**src/rtl/mem_port_arbiter.sv**
```systemverilog
// mem_port_arbiter: shares one memory bus between the fetch and data ports.
// Data access goes first; the CPU is stalled until both have completed.
module mem_port_arbiter #(
    parameter int unsigned TIMEOUT_CYCLES = 16,
    parameter logic [31:0] ERR_DATA       = 32'h0000_0000
) (
    input  logic        clk,
    input  logic        rst_n,
    input  logic        i_req,
    input  logic [31:0] i_addr,
    output logic [31:0] i_data,
    input  logic        d_req,
    input  logic [31:0] d_addr,
    input  logic [31:0] d_wrdata,
    input  logic [3:0]  d_wrstb,
    output logic [31:0] d_rddata,
    output logic        stall,
    output logic        done,
    output logic        bus_err,
    output logic        mem_req,
    output logic [31:0] mem_addr,
    output logic [31:0] mem_wrdata,
    output logic [3:0]  mem_wrstb,
    input  logic        mem_ack,
    input  logic [31:0] mem_rddata
);

    typedef enum logic [1:0] {
        IDLE,
        D_WAIT,
        I_WAIT,
        DONE
    } state_t;

    // The last permitted wait cycle is the one whose un-acked end would
    // bring the counter to the limit; an ack in that cycle still wins.
    localparam logic [7:0] LIMIT_M1 = 8'(TIMEOUT_CYCLES - 1);

    state_t      state;
    state_t      state_nx;
    logic [7:0]  cnt;
    logic        in_wait;
    logic        abort;
    logic        fin;
    logic [31:0] rd_val;

    assign in_wait = (state == D_WAIT) || (state == I_WAIT);
    assign abort   = in_wait && !mem_ack && (cnt == LIMIT_M1);
    assign fin     = in_wait && (mem_ack || abort);
    assign rd_val  = mem_ack ? mem_rddata : ERR_DATA;

    // State register.
    always_ff @(posedge clk) begin
        if (!rst_n) begin
            state <= IDLE;
        end else begin
            state <= state_nx;
        end
    end

    // Wait counter: zero on entry to each wait state, counts un-acked cycles.
    always_ff @(posedge clk) begin
        if (!rst_n) begin
            cnt <= 8'd0;
        end else if (!in_wait || fin) begin
            cnt <= 8'd0;
        end else begin
            cnt <= cnt + 8'd1;
        end
    end

    // Result buffers: written only when their own access finishes.
    always_ff @(posedge clk) begin
        if (!rst_n) begin
            d_rddata <= 32'd0;
            i_data   <= 32'd0;
        end else if (fin) begin
            if (state == D_WAIT) begin
                d_rddata <= rd_val;
            end else begin
                i_data <= rd_val;
            end
        end
    end

    // Sticky error flag, cleared only by reset.
    always_ff @(posedge clk) begin
        if (!rst_n) begin
            bus_err <= 1'b0;
        end else if (abort) begin
            bus_err <= 1'b1;
        end
    end

    // Next-state and bus/handshake outputs.
    always_comb begin
        state_nx   = state;
        stall      = 1'b0;
        done       = 1'b0;
        mem_req    = 1'b0;
        mem_addr   = 32'd0;
        mem_wrdata = 32'd0;
        mem_wrstb  = 4'd0;
        unique case (state)
            IDLE: begin
                stall = i_req | d_req;
                if (d_req) begin
                    state_nx = D_WAIT;
                end else if (i_req) begin
                    state_nx = I_WAIT;
                end
            end
            D_WAIT: begin
                stall      = 1'b1;
                mem_req    = 1'b1;
                mem_addr   = d_addr;
                mem_wrdata = d_wrdata;
                mem_wrstb  = d_wrstb;
                if (fin) begin
                    state_nx = i_req ? I_WAIT : DONE;
                end
            end
            I_WAIT: begin
                stall    = 1'b1;
                mem_req  = 1'b1;
                mem_addr = i_addr;
                if (fin) begin
                    state_nx = DONE;
                end
            end
            DONE: begin
                done     = 1'b1;
                state_nx = IDLE;
            end
            default: begin
                state_nx = IDLE;
            end
        endcase
    end

endmodule

```
**config.mk**
```make
export PLATFORM = sky130hd
export DESIGN_NAME = mem_port_arbiter
export DESIGN_NICKNAME = d
export VERILOG_FILES = /design/src/rtl/mem_port_arbiter.sv
export SDC_FILE = /design/constraint.sdc
export NUM_CORES = 1
export LEC_CHECK = 0
export ABC_AREA = 1
export CAP_MARGIN = 20
export CORE_MARGIN = 4
export CORE_UTILIZATION = 38
export DETAILED_ROUTE_END_ITERATION = 16
export HOLD_SLACK_MARGIN = 0.06
export PLACE_DENSITY = 0.92
export SKIP_LAST_GASP = 1
export SLEW_MARGIN = 20
export SYNTH_ARGS = -nofsm -noshare
export SYNTH_HDL_FRONTEND = slang
export SYNTH_SLANG_ARGS = --single-unit
```
**constraint.sdc**
```tcl
create_clock -name clk -period 3.3 [get_ports clk]
set_input_delay 0.33 -clock clk [delete_from_list [all_inputs] [get_ports clk]]
set_output_delay 0.33 -clock clk [all_outputs]
set_load 0.1 [all_outputs]
```
==> key figures, run 1 <==
Outcome
  – Status: completed

Clocking
  – H-tree Lvls: 3
  – Hold Buf Count CTS: 0
  – Clk slew on worst S/H paths: around 70 ps
  – Cts repair resizes: 0
  – Postcts setup bufs: 0
  – Clk Latency, worst-skew pair: 340 ps
  – Inserted Clock Buffers: 9
  – Clock Root Buffer: clkbuf_8
  – Clk sinks: between 70 and 80
  – Clock tree from TritonCTS: yes
  – Clock Path Buffers: 2

Final layout
  – Inserted Diodes: 0
  – Layout Cells excl Fill: approximately 1000
  – Nets: around 1.0k
  – Final instance area: ~6600 um^2
  – Final core occ: between 60 and 70%
  – Area Overhead vs Synth: 71.2%
  – Share of layout cells above drive strength 1: between 10% and 20%
  – Fillers: 850

STA
  – Unrepaired setup endpoints after global routing: false
  – Max Slew Vio Count: 0
  – Worst clock skew: around 9.9 ps
  – Max Fclk: 0.385 GHz
  – Slew headroom: ~32%
  – Final min period: ~2600 ps
  – Setup violations, final: 0
  – Tcrit/Tclk final: between 70% and 80%
  – Worst slew pin tran: 1020 ps
  – Final Hold Viols: 0

Hold path
  – Hold path start: cnt[0]
  – WHS Endpoint: cnt[0]
  – Hold depth: 1
  – Hold Crit Class: reg -> reg

Global routing
  – First-pass GRT wire length: 21.1 mm
  – Total Routing Usage GR: between 20% and 30%
  – Grt total ovfl: 0
  – Vias in the first global route: around 4.4k
  – Largest net degree at the start of global routing: between 50 and 60
  – Initial antenna violation count: 0

Placed design
  – Placed cell count: 979
  – Port Buffers: approximately 270
  – Gpl congestion: between 0.8 and 0.9
  – Hpwl dp: 11.1 mm
  – Placed cell area: 6380 um^2

Critical path
  – Worst Path Max Fanout: 50
  – Reg2reg path depth: 8
  – Reg-to-reg slack, setup: 1000 ps
  – Crit path from: state[1]
  – Worst Path Arrival: between 2000 and 2500 ps
  – R2R Path End: d_rddata[12]
  – CP Launch Type: flip-flop
  – Setup CP Type: reg -> out
  – R2r startpoint: state[0]
  – Worst Setup End Kind: primary output
  – Worst endpoint required time: 2970 ps

Synthesis
  – Synth warnings: 0
  – Syn nets: 751
  – Mapped Cells: a little over 600
  – Yosys reg bits: 75
  – Library cells used by synthesis: 32
  – Post-synthesis cell area: slightly below 4000 um^2
  – Register area share after synthesis: between 30% and 40%
  – Syn Area/Cell: 6.35 um^2

Drt
  – Via Count: between 4k and 5k
  – DRT iter0 DRCs: 188
  – Wire per inst: approximately 14 um
  – Residual DRC: 0
  – Vias per cell: approximately 4.6
  – 1st-pass router iterations: 5
  – Final wirelength: ~14 mm
  – Final ANT Viol Nets: 0

Flow run
  – Max-Cap Viols: 0

Floorplanning
  – Die W: 109 um
  – Die height: ~110 um
  – Initial Util: between 30% and 40%
  – I/O pins: between 200 and 300
  – # rows: 36
  – Core area: 9820 um^2
  – Die area: between 10000 and 15000 um^2
==> cells in the final DEF, fill, tap and decap left out, types with 3 or more instances in the layout <==
| cell | count |
|---|---|
| clkbuf_8 | 10 |
| clkdlybuf4s50_1 | 199 |
| xor2_1 | 3 |
| ha_1 | 5 |
| inv_1 | 76 |
| a21oi_1 | 36 |
| buf_4 | 75 |
| o21ai_1 | 40 |
| o21ai_0 | 26 |
| nor2_1 | 143 |
| nand3_1 | 5 |
| nand2_1 | 140 |
| dfxtp_1 | 75 |
==> worst max-delay path, cell delays in order, from the launching register on <==
cell	delay (ps)
dfxtp_1	350
inv_1	110
ha_2	490
buf_12	280
nand2_1	70
a21oi_1	270
buf_4	350
==> metal layers <==
metal,GRT usage [%],up-vias,routed length [um]
li1,-,2335,-
met1,23.9,2011,5200
met2,43.0,199,7350
met3,7.05,20,1210
met4,7.03,0,316
met5,0,-,0
==> logic make-up after synthesis <==
group / after synthesis / synth area share [%]
xor+xnor: 4 / 0.907
flops: 75 / 38.9
buf+inv: 118 / 13.8
compound gates: 106 / 14.2
fa+ha+maj: 6 / 1.94
simple gates: 299 / 30.2
==> worst max path at each step <==
| stage | to | slack (ps) |
|---|---|---|
| 2_1_floorplan | mem_addr[0] | -280 |
| 3_3_place_gp | mem_addr[18] | 1070 |
| 3_5_place_dp | i_data[14] | 1000 |
| 4_1_cts | mem_addr[18] | 690 |
| 5_1_grt | mem_addr[18] | 570 |
| 6_report | mem_addr[18] | 710 |
==> cell type report <==
cell class	count	area (um^2)	share of cell area, %
repair buffers	276	2580	39.0
multi-input cells	415	1830	27.7
flip-flops and latches	75	1500	22.7
inverters	80	305	4.61
well taps	133	166	2.52
clock buffers	10	138	2.08
clock inverters	6	95.1	1.44
==> registers in the layout (all words and copies together), names as in the netlist <==
register	flops
d_rddata	32
i_data	32
cnt	8
state	2
bus_err	1
==> per-stage QoR <==
step / TNS [ps] / hold WS [ps] / worst slack [ps]
CTS: 0 / 458 / 690
floorplan: -8760 / 418 / -283
global route: 0 / 496 / 574
global placement: 0 / 430 / 1070
detailed placement: 0 / 441 / 997
finish: 0 / 452 / 706
==> synthesized netlist by cell type (all sizes together) <==
master | n | area, um^2
nand3 | 6 | 35.0
nor2 | 144 | 543
buf | 17 | 144
or2 | 2 | 12.5
o21a | 1 | 7.51
clkbuf | 21 | 85.1
xnor2 | 1 | 8.76
inv | 80 | 305
o31ai | 1 | 7.51
o21bai | 1 | 7.51
ha | 6 | 75.1
a21oi | 37 | 196
nor3b | 1 | 7.51
o21ai | 66 | 330
nor3 | 2 | 10.0
nand2 | 143 | 554
xor2 | 3 | 26.3
nand4 | 1 | 6.26
dfxtp | 75 | 1500
Power of run 1 is not shown: default switching activity piles up to over one toggle a cycle in this logic, so the estimate is an artifact.
==> run 2: changes to the inputs <==
CORE_UTILIZATION = 35   (was 38)
PLACE_DENSITY = 0.86   (was 0.92)
clock period = 2.4 ns   (was 3.3 ns; I/O delays follow)
==> run 2 against run 1 <==
Core utilization rose by 3.6 points. Non-clock buffer count rose by 6. Largest cell class unchanged. Routed wire length rose by 6.7%. Critical endpoint is now mem_addr[1].
==> key figures, run 2 (synthesis gave the netlist of run 1 again) <==
Outcome
  – Status: completed

Clocking
  – Clk Latency, worst-skew pair: approximately 340 ps
  – Hold Buf Count CTS: 0
  – Cts repair resizes: 0
  – Postcts setup bufs: 0
  – Clock Root Buffer: clkbuf_8
  – H-tree Lvls: 3
  – Clk sinks: between 70 and 80
  – Clock Path Buffers: 2
  – Inserted Clock Buffers: 9
  – Clk slew on worst S/H paths: about 70 ps
  – Clock tree from TritonCTS: yes

Critical path
  – Crit path cell chain: inv_1 -> ha_1 -> buf_4 -> nand2_1 -> a21oi_4 -> buf_12
  – CP Launch Type: flip-flop
  – Worst Setup End Kind: primary output
  – Crit path max-delay family: buffers and inverters
  – CP max stage cell: ha_1
  – Worst Path Arrival: ~1900 ps
  – Crit path buffers/inverters: 3
  – Setup CP Type: reg -> out
  – Worst Path Max Fanout: 9
  – Worst endpoint required time: around 2200 ps
  – Critical path's largest stage delay: ~410 ps

STA
  – Unrepaired setup endpoints after global routing: false
  – Final Hold Viols: 0
  – Max Slew Vio Count: 0
  – Setup violations, final: 0
  – Slew headroom: 69.9%
  – Final min period: 2160 ps
  – Worst slew pin tran: 451 ps
  – Setup tns final: 0 ps
  – Tcrit/Tclk final: ~90%
  – Worst clock skew: about 12 ps
  – Max Fclk: between 0.4 and 0.5 GHz

Global routing
  – Largest net degree at the start of global routing: 55
  – Total Routing Usage GR: 22.6%
  – Initial antenna violation count: 1
  – Vias in the first global route: 4719
  – Grt total ovfl: 0
  – First-pass GRT wire length: approximately 23 mm

Drt
  – Via Count: 4623
  – Final wirelength: between 15 and 20 mm
  – DRT iter0 DRCs: 386
  – 1st-pass router iterations: 6
  – Wire per inst: 14.9 um
  – Vias per cell: 4.58
  – Final ANT Viol Nets: 0
  – Residual DRC: 0

Floorplanning
  – I/O pins: around 270
  – Initial Util: approximately 36%
  – Die area: ~13000 um^2
  – Core area: roughly 11000 um^2
  – # rows: 38
  – Die W: about 110 um
  – Die height: ~110 um

Final layout
  – Biggest regs: d_rddata: 32 flops, i_data: 32 flops, cnt: 8 flops
  – Share of layout cells above drive strength 1: 24.2%
  – Area Overhead vs Synth: 99.2%
  – Commonest cells after routing, fill and taps aside: nor2_1, nand2_1, clkdlybuf4s50_1, inv_1
  – Commonest non-fill, non-tap cell in the layout: nor2_1
  – Nets: 1006

Hold path
  – Hold Crit Class: in -> reg

Placed design
  – Hpwl dp: between 10 and 15 mm
  – Gpl congestion: slightly below 0.9
  – Port Buffers: between 200 and 300

Flow run
  – Max-Cap Viols: 0
run 2: cell count changes in the layout (fill, tap and decap cells not counted), sizes merged:
cell,before,now
buf,77,147
bufinv,2,0
clkinvlp,0,3
clkinv,2,3
clkdlybuf4s50,199,135
inv,82,80
diode,0,1
run 2: metrics by stage:
stage	hold slack [ps]	cells	setup WS (ps)	cell area (um^2)	utilization [%]
after floorplan	418	608	12.2	4250	-
after global placement	431	992	491	7510	69.3
after detailed placement	446	992	416	7510	69.3
after CTS	256	1008	205	7690	71.0
after global routing	279	1009	122	7700	71.0
final	275	1009	240	7700	71.0
run 2: final timing paths:
check | start | endpoint | slack [ps] | cells after the start
max | state[0] | mem_addr[1] | 240 | 6
min | rst_n | state[0] | 270 | 3
max reg2reg | state[1] | i_data[25] | 430 | 8
min reg2reg | cnt[0] | cnt[0] | 450 | 1
run 2: tightest hold or removal path: cells and delay by family:
family | cells | cell delay, ps
buf+inv | 1 | 190
simple gates | 2 | 130
run 2: layer usage:
metal  wire [um]  vias up  part of all wire, %  track usage, %
met2        7880      183                   52            41.5
li1            -     2352                    -               -
met4         448        0                  3.0            8.65
met5           0        -                    0               0
met3        1070       28                  7.1            5.83
met1        5630     2060                   37            24.9
run 2: final cells by class:
class | count | area (um^2)
Inverter | 80 | 305
Antenna cell | 1 | 2.50
Sequential cell | 75 | 1500
Fill cell | 847 | 3140
Clock buffer | 10 | 138
Clock inverter | 6 | 41.3
Multi-Input combinational cell | 415 | 2190
Tap cell | 140 | 175
Timing Repair Buffer | 282 | 3340
Power of run 2 is left out for the same reason.
==> run 3: changes to the inputs <==
CORE_UTILIZATION = 36   (was 35)
CTS_BUF_LIST = sky130_fd_sc_hd__clkbuf_8   (was default)
PLACE_DENSITY = 0.88   (was 0.86)
==> run 3 against run 2 <==
Sequential cell count unchanged. Core utilization up 3.8 points. Largest cell class unchanged. Non-clock buffer count down 2. Critical path depth unchanged. Worst hold slack worse by 48 ps. Fmax down 6.4%. Highest routed layer is now met5. Worst setup slack worse by 150 ps.
==> key figures, run 3 (synthesis gave the netlist of run 1 again) <==
Outcome
  – Status: completed

Final layout
  – Layout Cells excl Fill: around 1k
  – Biggest regs: d_rddata: 32 flops, i_data: 32 flops, cnt: 8 flops
  – Commonest non-fill, non-tap cell in the layout: nor2_1
  – Share of layout cells above drive strength 1: between 20% and 30%
  – Nets: 1004
  – Area Overhead vs Synth: 101%
  – Inserted Diodes: 0
  – Commonest cells after routing, fill and taps aside: nor2_1, nand2_1, clkdlybuf4s50_1, inv_1, dfxtp_1

Floorplanning
  – Die area: about 12000 um^2
  – Die W: 112 um
  – Initial Util: 37.3%
  – Core area: about 10000 um^2
  – I/O pins: roughly 270
  – Die height: about 110 um
  – # rows: 37

Clocking
  – Clock Path Buffers: 2
  – Clk slew on worst S/H paths: around 70 ps
  – H-tree Lvls: 3
  – Inserted Clock Buffers: 9
  – Postcts setup bufs: 0
  – Clock tree from TritonCTS: yes
  – Hold Buf Count CTS: 0
  – Clk Latency, worst-skew pair: 340 ps
  – Cts repair resizes: 0
  – Clk sinks: 75
  – Clock Root Buffer: clkbuf_8

Drt
  – DRT iter0 DRCs: approximately 200
  – Residual DRC: 0
  – Vias per cell: between 4 and 5
  – Final wirelength: between 15 and 20 mm
  – Via Count: approximately 4.7k
  – Final ANT Viol Nets: 0
  – 1st-pass router iterations: 4
  – Wire per inst: between 15 and 20 um

Critical path
  – Setup CP Type: reg -> out
  – CP Launch Type: flip-flop
  – Worst endpoint required time: around 2200 ps
  – Worst Path Max Fanout: 30
  – Worst Path Arrival: slightly above 2000 ps
  – Worst Setup End Kind: primary output

STA
  – Tcrit/Tclk final: just under 100%
  – Setup violations, final: 0
  – Slew headroom: between 70% and 80%
  – Final min period: approximately 2300 ps
  – Worst slew pin tran: around 390 ps
  – Unrepaired setup endpoints after global routing: false
  – Max Fclk: around 0.43 GHz
  – Setup tns final: 0 ps
  – Setup slack after layout: between 90 and 100 ps
  – Worst clock skew: 8.35 ps
  – Max Slew Vio Count: 0
  – Final Hold Viols: 0

Global routing
  – First-pass GRT wire length: 24.1 mm
  – Grt total ovfl: 0
  – Initial antenna violation count: 1
  – Largest net degree at the start of global routing: 39
  – Vias in the first global route: about 4.8k
  – Total Routing Usage GR: a little under a quarter

Flow run
  – Max-Cap Viols: 0

Hold path
  – Hold Crit Class: in -> reg

Placed design
  – Port Buffers: 272
  – Placed cell count: between 900 and 1k
  – Gpl congestion: about 0.86
  – Hpwl dp: ~12 mm
  – Dpl ws: 332 ps
run 3: through the flow:
stage | hold WS (ps) | cell area, um^2 | util [%]
6_report | 227 | 7750 | 74.7
5_1_grt | 232 | 7750 | 74.7
4_1_cts | 215 | 7740 | 74.7
3_5_place_dp | 439 | 7490 | 72.3
3_3_place_gp | 432 | 7490 | 72.3
2_1_floorplan | 418 | 4250 | -
run 3: worst paths after layout:
kind / startpoint / end / slack, ps / cells after the start
worst min register to register: cnt[0] / cnt[0] / 450 / 1
worst min-delay path: rst_n / state[0] / 230 / 3
worst max-delay path: state[0] / mem_addr[26] / 90 / 6
worst max register to register: state[0] / i_data[7] / 320 / 8
run 3: worst max-delay path, cell delays in order, from the launching register on:
cell     delay, ps
dfxtp_1        430
inv_1          150
ha_4           280
inv_2          220
buf_12         360
a21oi_2         80
buf_12         180
run 3: cell type report:
class | count | area [um^2]
flip-flops and latches | 75 | 1500
repair buffers | 280 | 3330
fillers | 767 | 2620
clock buffers | 13 | 179
clock inverters | 3 | 67.6
multi-input cells | 415 | 2200
well taps | 136 | 170
inverters | 80 | 305
run 3: layer usage:
metal	vias to the layer above	wire, um	global-route usage, %	share of wire, %
met3	45	1080	7.17	7.1
met1	2108	5570	25.1	37
met2	172	7890	43.8	52
li1	2351	-	-	-
met5	-	14	0	0.092
met4	2	646	11.0	4.3
Power of run 3 is left out for the same reason.
